--- config.mk ---
export PLATFORM = sky130hd
export DESIGN_NAME = axil_slave_regfile_flat
export DESIGN_NICKNAME = d
export VERILOG_FILES = /design/src/rtl/axil_regfile_pkg.sv /design/src/rtl/axil_slave_regfile_if.sv /design/src/rtl/axil_reg_array.sv /design/src/rtl/axil_slave_regfile.sv /design/src/flat_wrapper.sv
export SDC_FILE = /design/constraint.sdc
export NUM_CORES = 1
export LEC_CHECK = 0
export CAP_MARGIN = 0
export CORE_MARGIN = 2
export CORE_UTILIZATION = 55
export CTS_CLUSTER_DIAMETER = 100
export DETAILED_ROUTE_END_ITERATION = 8
export PLACE_DENSITY_LB_ADDON = 0.1
export RECOVER_POWER = 100
export SLEW_MARGIN = 20
export SYNTH_ARGS = -nofsm -noshare
export SYNTH_HDL_FRONTEND = slang
export SYNTH_SLANG_ARGS = --single-unit
--- constraint.sdc ---
create_clock -name ACLK -period 49 [get_ports ACLK]
set_input_delay 7.35 -clock ACLK [delete_from_list [all_inputs] [get_ports ACLK]]
set_output_delay 7.35 -clock ACLK [all_outputs]
set_load 0.01 [all_outputs]
--- src/rtl/axil_regfile_pkg.sv ---
// Shared types and constants for the AXI-Lite slave register file.
// Holds FSM encodings, the miss-read pattern and the default window base.
package axil_regfile_pkg;

    localparam logic [31:0] DEF_BASE_ADDR = 32'h0000_1000;
    localparam logic [31:0] MISS_DATA     = 32'hBAD0_ADD0;

    typedef enum logic {
        WS_COLLECT,
        WS_RESP
    } ws_t;

    typedef enum logic {
        RS_IDLE,
        RS_DATA
    } rs_t;

endpackage

--- src/rtl/axil_slave_regfile_if.sv ---
// AXI-Lite bus bundle between a master and the register-file slave.
// Clock and reset travel as plain ports beside it.
interface axil_slave_regfile_if;

    logic [31:0] S_AXI_AWADDR;
    logic        S_AXI_AWVALID;
    logic        S_AXI_AWREADY;
    logic [31:0] S_AXI_WDATA;
    logic        S_AXI_WVALID;
    logic        S_AXI_WREADY;
    logic        S_AXI_BVALID;
    logic        S_AXI_BREADY;
    logic [31:0] S_AXI_ARADDR;
    logic        S_AXI_ARVALID;
    logic        S_AXI_ARREADY;
    logic [31:0] S_AXI_RDATA;
    logic        S_AXI_RVALID;
    logic        S_AXI_RREADY;

    modport slave (
        input  S_AXI_AWADDR, S_AXI_AWVALID,
        output S_AXI_AWREADY,
        input  S_AXI_WDATA, S_AXI_WVALID,
        output S_AXI_WREADY,
        output S_AXI_BVALID,
        input  S_AXI_BREADY,
        input  S_AXI_ARADDR, S_AXI_ARVALID,
        output S_AXI_ARREADY,
        output S_AXI_RDATA, S_AXI_RVALID,
        input  S_AXI_RREADY
    );

    modport master (
        output S_AXI_AWADDR, S_AXI_AWVALID,
        input  S_AXI_AWREADY,
        output S_AXI_WDATA, S_AXI_WVALID,
        input  S_AXI_WREADY,
        input  S_AXI_BVALID,
        output S_AXI_BREADY,
        output S_AXI_ARADDR, S_AXI_ARVALID,
        input  S_AXI_ARREADY,
        input  S_AXI_RDATA, S_AXI_RVALID,
        output S_AXI_RREADY
    );

endinterface

--- src/rtl/axil_reg_array.sv ---
// Register storage: one synchronous write port, one combinational read port.
// All words clear to zero on asynchronous reset.
module axil_reg_array #(
    parameter int NUM_REGS = 16,
    parameter int IW       = $clog2(NUM_REGS)
) (
    input  logic          clk,
    input  logic          rst,
    input  logic          we,
    input  logic [IW-1:0] waddr,
    input  logic [31:0]   wdata,
    input  logic [IW-1:0] raddr,
    output logic [31:0]   rdata
);

    logic [31:0] mem [NUM_REGS];

    always_ff @(posedge clk or posedge rst) begin
        if (rst) begin
            for (int i = 0; i < NUM_REGS; i++) begin
                mem[i] <= '0;
            end
        end else if (we) begin
            mem[waddr] <= wdata;
        end
    end

    assign rdata = mem[raddr];

endmodule

--- src/rtl/axil_slave_regfile.sv ---
// AXI-Lite slave exposing NUM_REGS 32-bit registers at BASE_ADDR.
// Independent write (collect AW/W, respond) and read (capture, hold) FSMs.
module axil_slave_regfile
    import axil_regfile_pkg::*;
#(
    parameter logic [31:0] BASE_ADDR = DEF_BASE_ADDR,
    parameter int          NUM_REGS  = 16
) (
    input  logic ACLK,
    input  logic ARESET,
    axil_slave_regfile_if.slave s_axi
);

    localparam int          IW   = $clog2(NUM_REGS);
    localparam logic [31:0] SPAN = 32'(4 * NUM_REGS);

    ws_t         ws;
    logic        aw_cap;
    logic        w_cap;
    logic [31:0] awaddr_q;
    logic [31:0] wdata_q;
    logic        aw_fire;
    logic        w_fire;
    logic        commit;
    logic [31:0] waddr;
    logic [31:0] wdata;
    logic [31:0] woff;
    logic        whit;

    rs_t         rs;
    logic [31:0] rdata_q;
    logic        ar_fire;
    logic [31:0] roff;
    logic        rhit;
    logic [31:0] rd_word;

    // Readys are gated by reset so nothing is accepted while it is held.
    assign s_axi.S_AXI_AWREADY = !ARESET && (ws == WS_COLLECT) && !aw_cap;
    assign s_axi.S_AXI_WREADY  = !ARESET && (ws == WS_COLLECT) && !w_cap;
    assign s_axi.S_AXI_BVALID  = (ws == WS_RESP);

    assign aw_fire = s_axi.S_AXI_AWVALID && s_axi.S_AXI_AWREADY;
    assign w_fire  = s_axi.S_AXI_WVALID  && s_axi.S_AXI_WREADY;
    assign commit  = (ws == WS_COLLECT)
                   && (aw_cap || aw_fire)
                   && (w_cap  || w_fire);

    // Bypass the holding registers when a channel lands on the commit edge.
    assign waddr = aw_cap ? awaddr_q : s_axi.S_AXI_AWADDR;
    assign wdata = w_cap  ? wdata_q  : s_axi.S_AXI_WDATA;
    assign woff  = waddr - BASE_ADDR;
    assign whit  = woff < SPAN;

    always_ff @(posedge ACLK or posedge ARESET) begin
        if (ARESET) begin
            ws       <= WS_COLLECT;
            aw_cap   <= 1'b0;
            w_cap    <= 1'b0;
            awaddr_q <= '0;
            wdata_q  <= '0;
        end else begin
            unique case (ws)
                WS_COLLECT: begin
                    if (commit) begin
                        aw_cap <= 1'b0;
                        w_cap  <= 1'b0;
                        ws     <= WS_RESP;
                    end else begin
                        if (aw_fire) begin
                            aw_cap   <= 1'b1;
                            awaddr_q <= s_axi.S_AXI_AWADDR;
                        end
                        if (w_fire) begin
                            w_cap   <= 1'b1;
                            wdata_q <= s_axi.S_AXI_WDATA;
                        end
                    end
                end
                WS_RESP: begin
                    if (s_axi.S_AXI_BREADY) begin
                        ws <= WS_COLLECT;
                    end
                end
                default: ws <= WS_COLLECT;
            endcase
        end
    end

    assign s_axi.S_AXI_ARREADY = !ARESET && (rs == RS_IDLE);
    assign s_axi.S_AXI_RVALID  = (rs == RS_DATA);
    assign s_axi.S_AXI_RDATA   = rdata_q;

    assign ar_fire = s_axi.S_AXI_ARVALID && s_axi.S_AXI_ARREADY;
    assign roff    = s_axi.S_AXI_ARADDR - BASE_ADDR;
    assign rhit    = roff < SPAN;

    // Read port sees the pre-edge contents, so a same-edge write returns old data.
    always_ff @(posedge ACLK or posedge ARESET) begin
        if (ARESET) begin
            rs      <= RS_IDLE;
            rdata_q <= '0;
        end else begin
            unique case (rs)
                RS_IDLE: begin
                    if (ar_fire) begin
                        rdata_q <= rhit ? rd_word : MISS_DATA;
                        rs      <= RS_DATA;
                    end
                end
                RS_DATA: begin
                    if (s_axi.S_AXI_RREADY) begin
                        rs <= RS_IDLE;
                    end
                end
                default: rs <= RS_IDLE;
            endcase
        end
    end

    axil_reg_array #(
        .NUM_REGS (NUM_REGS),
        .IW       (IW)
    ) u_regs (
        .clk   (ACLK),
        .rst   (ARESET),
        .we    (commit && whit),
        .waddr (woff[IW+1:2]),
        .wdata (wdata),
        .raddr (roff[IW+1:2]),
        .rdata (rd_word)
    );

endmodule

--- src/flat_wrapper.sv ---
// flat-port wrapper written by rule: the top's interface ports become plain ports
module axil_slave_regfile_flat import axil_regfile_pkg::*;
#(
    parameter logic [31:0] BASE_ADDR = DEF_BASE_ADDR,
    parameter int          NUM_REGS  = 16
)
  (ACLK, ARESET, s_axi_S_AXI_AWADDR, s_axi_S_AXI_AWVALID, s_axi_S_AXI_AWREADY, s_axi_S_AXI_WDATA, s_axi_S_AXI_WVALID, s_axi_S_AXI_WREADY, s_axi_S_AXI_BVALID, s_axi_S_AXI_BREADY, s_axi_S_AXI_ARADDR, s_axi_S_AXI_ARVALID, s_axi_S_AXI_ARREADY, s_axi_S_AXI_RDATA, s_axi_S_AXI_RVALID, s_axi_S_AXI_RREADY);
  axil_slave_regfile_if s_axi_i ();
  input  logic ACLK;
  input  logic ARESET;
  input wire logic [$bits(s_axi_i.S_AXI_AWADDR)-1:0] s_axi_S_AXI_AWADDR;
  input wire logic [$bits(s_axi_i.S_AXI_AWVALID)-1:0] s_axi_S_AXI_AWVALID;
  output wire logic [$bits(s_axi_i.S_AXI_AWREADY)-1:0] s_axi_S_AXI_AWREADY;
  input wire logic [$bits(s_axi_i.S_AXI_WDATA)-1:0] s_axi_S_AXI_WDATA;
  input wire logic [$bits(s_axi_i.S_AXI_WVALID)-1:0] s_axi_S_AXI_WVALID;
  output wire logic [$bits(s_axi_i.S_AXI_WREADY)-1:0] s_axi_S_AXI_WREADY;
  output wire logic [$bits(s_axi_i.S_AXI_BVALID)-1:0] s_axi_S_AXI_BVALID;
  input wire logic [$bits(s_axi_i.S_AXI_BREADY)-1:0] s_axi_S_AXI_BREADY;
  input wire logic [$bits(s_axi_i.S_AXI_ARADDR)-1:0] s_axi_S_AXI_ARADDR;
  input wire logic [$bits(s_axi_i.S_AXI_ARVALID)-1:0] s_axi_S_AXI_ARVALID;
  output wire logic [$bits(s_axi_i.S_AXI_ARREADY)-1:0] s_axi_S_AXI_ARREADY;
  output wire logic [$bits(s_axi_i.S_AXI_RDATA)-1:0] s_axi_S_AXI_RDATA;
  output wire logic [$bits(s_axi_i.S_AXI_RVALID)-1:0] s_axi_S_AXI_RVALID;
  input wire logic [$bits(s_axi_i.S_AXI_RREADY)-1:0] s_axi_S_AXI_RREADY;
  assign s_axi_i.S_AXI_AWADDR = s_axi_S_AXI_AWADDR;
  assign s_axi_i.S_AXI_AWVALID = s_axi_S_AXI_AWVALID;
  assign s_axi_S_AXI_AWREADY = s_axi_i.S_AXI_AWREADY;
  assign s_axi_i.S_AXI_WDATA = s_axi_S_AXI_WDATA;
  assign s_axi_i.S_AXI_WVALID = s_axi_S_AXI_WVALID;
  assign s_axi_S_AXI_WREADY = s_axi_i.S_AXI_WREADY;
  assign s_axi_S_AXI_BVALID = s_axi_i.S_AXI_BVALID;
  assign s_axi_i.S_AXI_BREADY = s_axi_S_AXI_BREADY;
  assign s_axi_i.S_AXI_ARADDR = s_axi_S_AXI_ARADDR;
  assign s_axi_i.S_AXI_ARVALID = s_axi_S_AXI_ARVALID;
  assign s_axi_S_AXI_ARREADY = s_axi_i.S_AXI_ARREADY;
  assign s_axi_S_AXI_RDATA = s_axi_i.S_AXI_RDATA;
  assign s_axi_S_AXI_RVALID = s_axi_i.S_AXI_RVALID;
  assign s_axi_i.S_AXI_RREADY = s_axi_S_AXI_RREADY;
  axil_slave_regfile #(.BASE_ADDR(BASE_ADDR), .NUM_REGS(NUM_REGS)) u_core (.ACLK(ACLK), .ARESET(ARESET), .s_axi(s_axi_i));
endmodule
==> results.tsv <==
stage	metric	value	unit
die	# IOs	140	
cells_and_area	Layout area overhead	13.5	%
route	DR vias	15400	
route	Antenna Nets Post-Route	0	
timing	Hold Slack	0.474	ns
place	worst slack at placement	32.61	ns
pwr	Lkg Pwr	0.0146	µW
die	Die W	228	µm
cts	Post-CTS Hold Fix Bufs	0	
place	port bufs	135	
die	die area	0.0520	mm²
timing	Final setup viols	0	
timing	min cycle time layout	22.37	ns
die	Rows	82	
worst_setup_path	Critical Setup Path Class	in -> async	
cts	CTS tree	done	
yosys	Seq/Total Area, Yosys	55.3	%
timing	slew margin rel.	-392	%
cts	number of CTS-inserted buffers	67	
timing	setup ws final	26.63	ns
cells_and_area	Final #Nets	1911	
yosys	Post-Synthesis Cells	1707	
outcome	status	finished, violations left	
pwr	Power Density	38.2	mW/mm²
route	DRT Wirelength	64.0	mm
die	core region area	0.0499	mm²
job	Max Cap Viol	39	
grt	GRT Total Usage	25.4	%
timing	Slew Limit Fails	1374	
timing	setup TNS	0	ns
route	drt pass-1 iters	4	
cts	CTS H-tree depth	3	
worst_hold_path	Hold/Removal Path Class	reg -> reg	
yosys	syn_area_per_cell	16.2	µm²
cts	clock sink count	610	
die	Initial Utilization	55.4	%
timing	period utilisation layout	45.7	%
die	chip height	228	µm
worst_setup_path	CP Data Arrival Time	21.22	ns
yosys	top-count cell post-synth	dfrtp_1	
cts	Post-CTS Setup Inserts	0	
grt	grt total ovfl	0	
yosys	Seq cells post-synth	610	
cts	Clock Latency Late Sink	0.58	ns
grt	first-pass GRT wire length	100	mm
worst_setup_path	endpoint type of the worst setup path	async pin	
cts	post-cts sizing count	0	
route	DRC	0	
yosys	Ys Warns	0	
cells_and_area	Antenna Cells	0	
route	Wirelength per Cell	25.3	µm
worst_setup_path	crit start category	primary input	
pwr	VDD IR max	0.0210	mV
yosys	Synth Net Count	1810	
yosys	Yosys top cell area share	55.3	%
route	Initial DRC Count	965	
worst_setup_path	worst-path fanout max	143	
grt	initial antenna violation count	0	
cells_and_area	share of post-route cells with drive strength above 1	42.5	%
yosys	number of synthesized flops with an enable pin	0	
cts	CTS Buffer Depth	3	
place	Placer Congestion	0.796	
yosys	leading area contributor after synthesis	dfrtp_1	
yosys	Yosys cell types	49	
yosys	synth cell count leaders	dfrtp_1, mux2_2, mux4_2	
route	post-DR vias/cell	6.08	
cts	Clock Tree Root	clkbuf_16	
cts	clock slew at reported path FFs	0.06	ns
timing	fmax	44.7	MHz
yosys	ys flop type	dfrtp_1	
timing	Final Hold Viols	0	
outcome	failing checks	capacitance limit, slew limit	
grt	largest net degree at the start of global routing	191	
timing	RSZ-0062 raised after global routing	false	
yosys	synth top area cells	dfrtp_1, mux2_2, mux4_2	
place	hpwl dp	35.5	mm
timing	Worst Clk Skew	0.0122	ns
cells_and_area	Filler cells	3716	
worst_setup_path	WP data required	47.85	ns
grt	vias in the first global route	16500	
yosys	Synth Cell Area	0.0276	mm²
timing	Slew @ Worst Pin	7.38	ns
yosys	FFs w/ async S/R, synth	100	%
metrics by stage:
stage	area, µm²	power (µW)	util [%]	std cells
floorplan	27600	670	-	1707
global placement	29500	715	59.1	2410
detailed placement	29500	723	59.1	2410
CTS	31600	1210	63.4	2525
global route	31300	1250	62.8	2526
finish	31300	1200	62.8	2526
final timing paths:
kind	end	cells after the start	start	slack [ns]
max	u_core.u_regs.mem[433]	5	ARESET	26.63
min	u_core.s_axi.S_AXI_RDATA[3]	2	u_core.s_axi.S_AXI_RDATA[3]	0.47
max reg2reg	u_core.u_regs.mem[49]	8	u_core.aw_cap	41.70
min reg2reg	u_core.s_axi.S_AXI_RDATA[3]	2	u_core.s_axi.S_AXI_RDATA[3]	0.47
max in group ACLK	s_axi_S_AXI_WREADY	3	ARESET	32.63
min in group asynchronous	u_core.awaddr_q[22]	2	ARESET	9.18
flip-flops by register name, summed over array words and instances, names as in the netlist:
signal                     cells
u_core.awaddr_q               30
u_core.s_axi.S_AXI_RVALID      1
u_core.wdata_q                32
u_core.s_axi.S_AXI_RDATA      32
u_core.aw_cap                  1
u_core.s_axi.S_AXI_BVALID      1
u_core.w_cap                   1
u_core.u_regs.mem            512
cell usage in the layout, fill, tap and decap left out, types with 2 or more instances in the layout:
cell type,synthesis,layout
dfrtp_1,610,609
mux2_2,509,507
mux4_2,160,160
mux2_1,95,97
clkdlybuf4s50_1,0,91
clkbuf_16,0,71
clkbuf_1,36,45
dlygate4sd3_1,0,40
nand2_1,28,28
o21ai_0,23,23
inv_1,23,22
clkbuf_8,0,19
nor3_1,7,18
o22a_1,16,16
nor2_1,15,15
nor4_1,10,10
buf_4,24,8
clkinv_2,0,7
nor2b_1,6,6
nor4b_1,5,5
a21oi_1,4,4
nand3_1,4,4
nor3_4,10,4
or3_1,4,3
a31oi_1,2,2
or3b_2,2,2
or4_1,2,2
o22ai_1,2,2
nor3b_1,2,2
and2_1,2,2
a32oi_1,2,2
o32a_1,2,2
a211oi_1,2,2
buf_2,25,2
area by class of cell:
class	count	area (µm²)	share of cell area (%)
inverters	23	87.6	0.280
repair buffers	170	1500	4.79
multi-input cells	936	11500	36.7
clock buffers	106	2090	6.67
clock inverters	9	51.3	0.164
well taps	672	841	2.68
flip-flops and latches	610	15300	48.7
cells by family after synthesis:
group                  share of synthesized area [%]
AO/OA/AOI/OAI                                   1.63
flip-flops                                      55.3
multiplexers                                    37.7
buffers and inverters                           2.74
AND/OR/NAND/NOR                                 2.59
power by group:
| group | switching, µW | internal [µW] | leakage [µW] |
|---|---|---|---|
| combinational | 101 | 61.1 | 0.00521 |
| clock | 197 | 291 | 0.00106 |
| sequential | 15.8 | 532 | 0.00831 |
| total | 314 | 884 | 0.0146 |
worst max-delay path: stages:
cell           delay, ns
dlygate4sd3_1       0.65
clkinvlp_2          3.26
clkbuf_1            2.54
clkbuf_1            1.91
clkbuf_1            5.27
metal layers:
metal / share of wire [%] / vias to the layer above / track usage (%)
li1: - / 6591 / -
met1: 46 / 8406 / 36.0
met2: 49 / 270 / 41.9
met3: 3.3 / 85 / 3.28
met4: 1.9 / 0 / 6.66
met5: 0 / - / 0
Power figures use the tool's default switching activity.
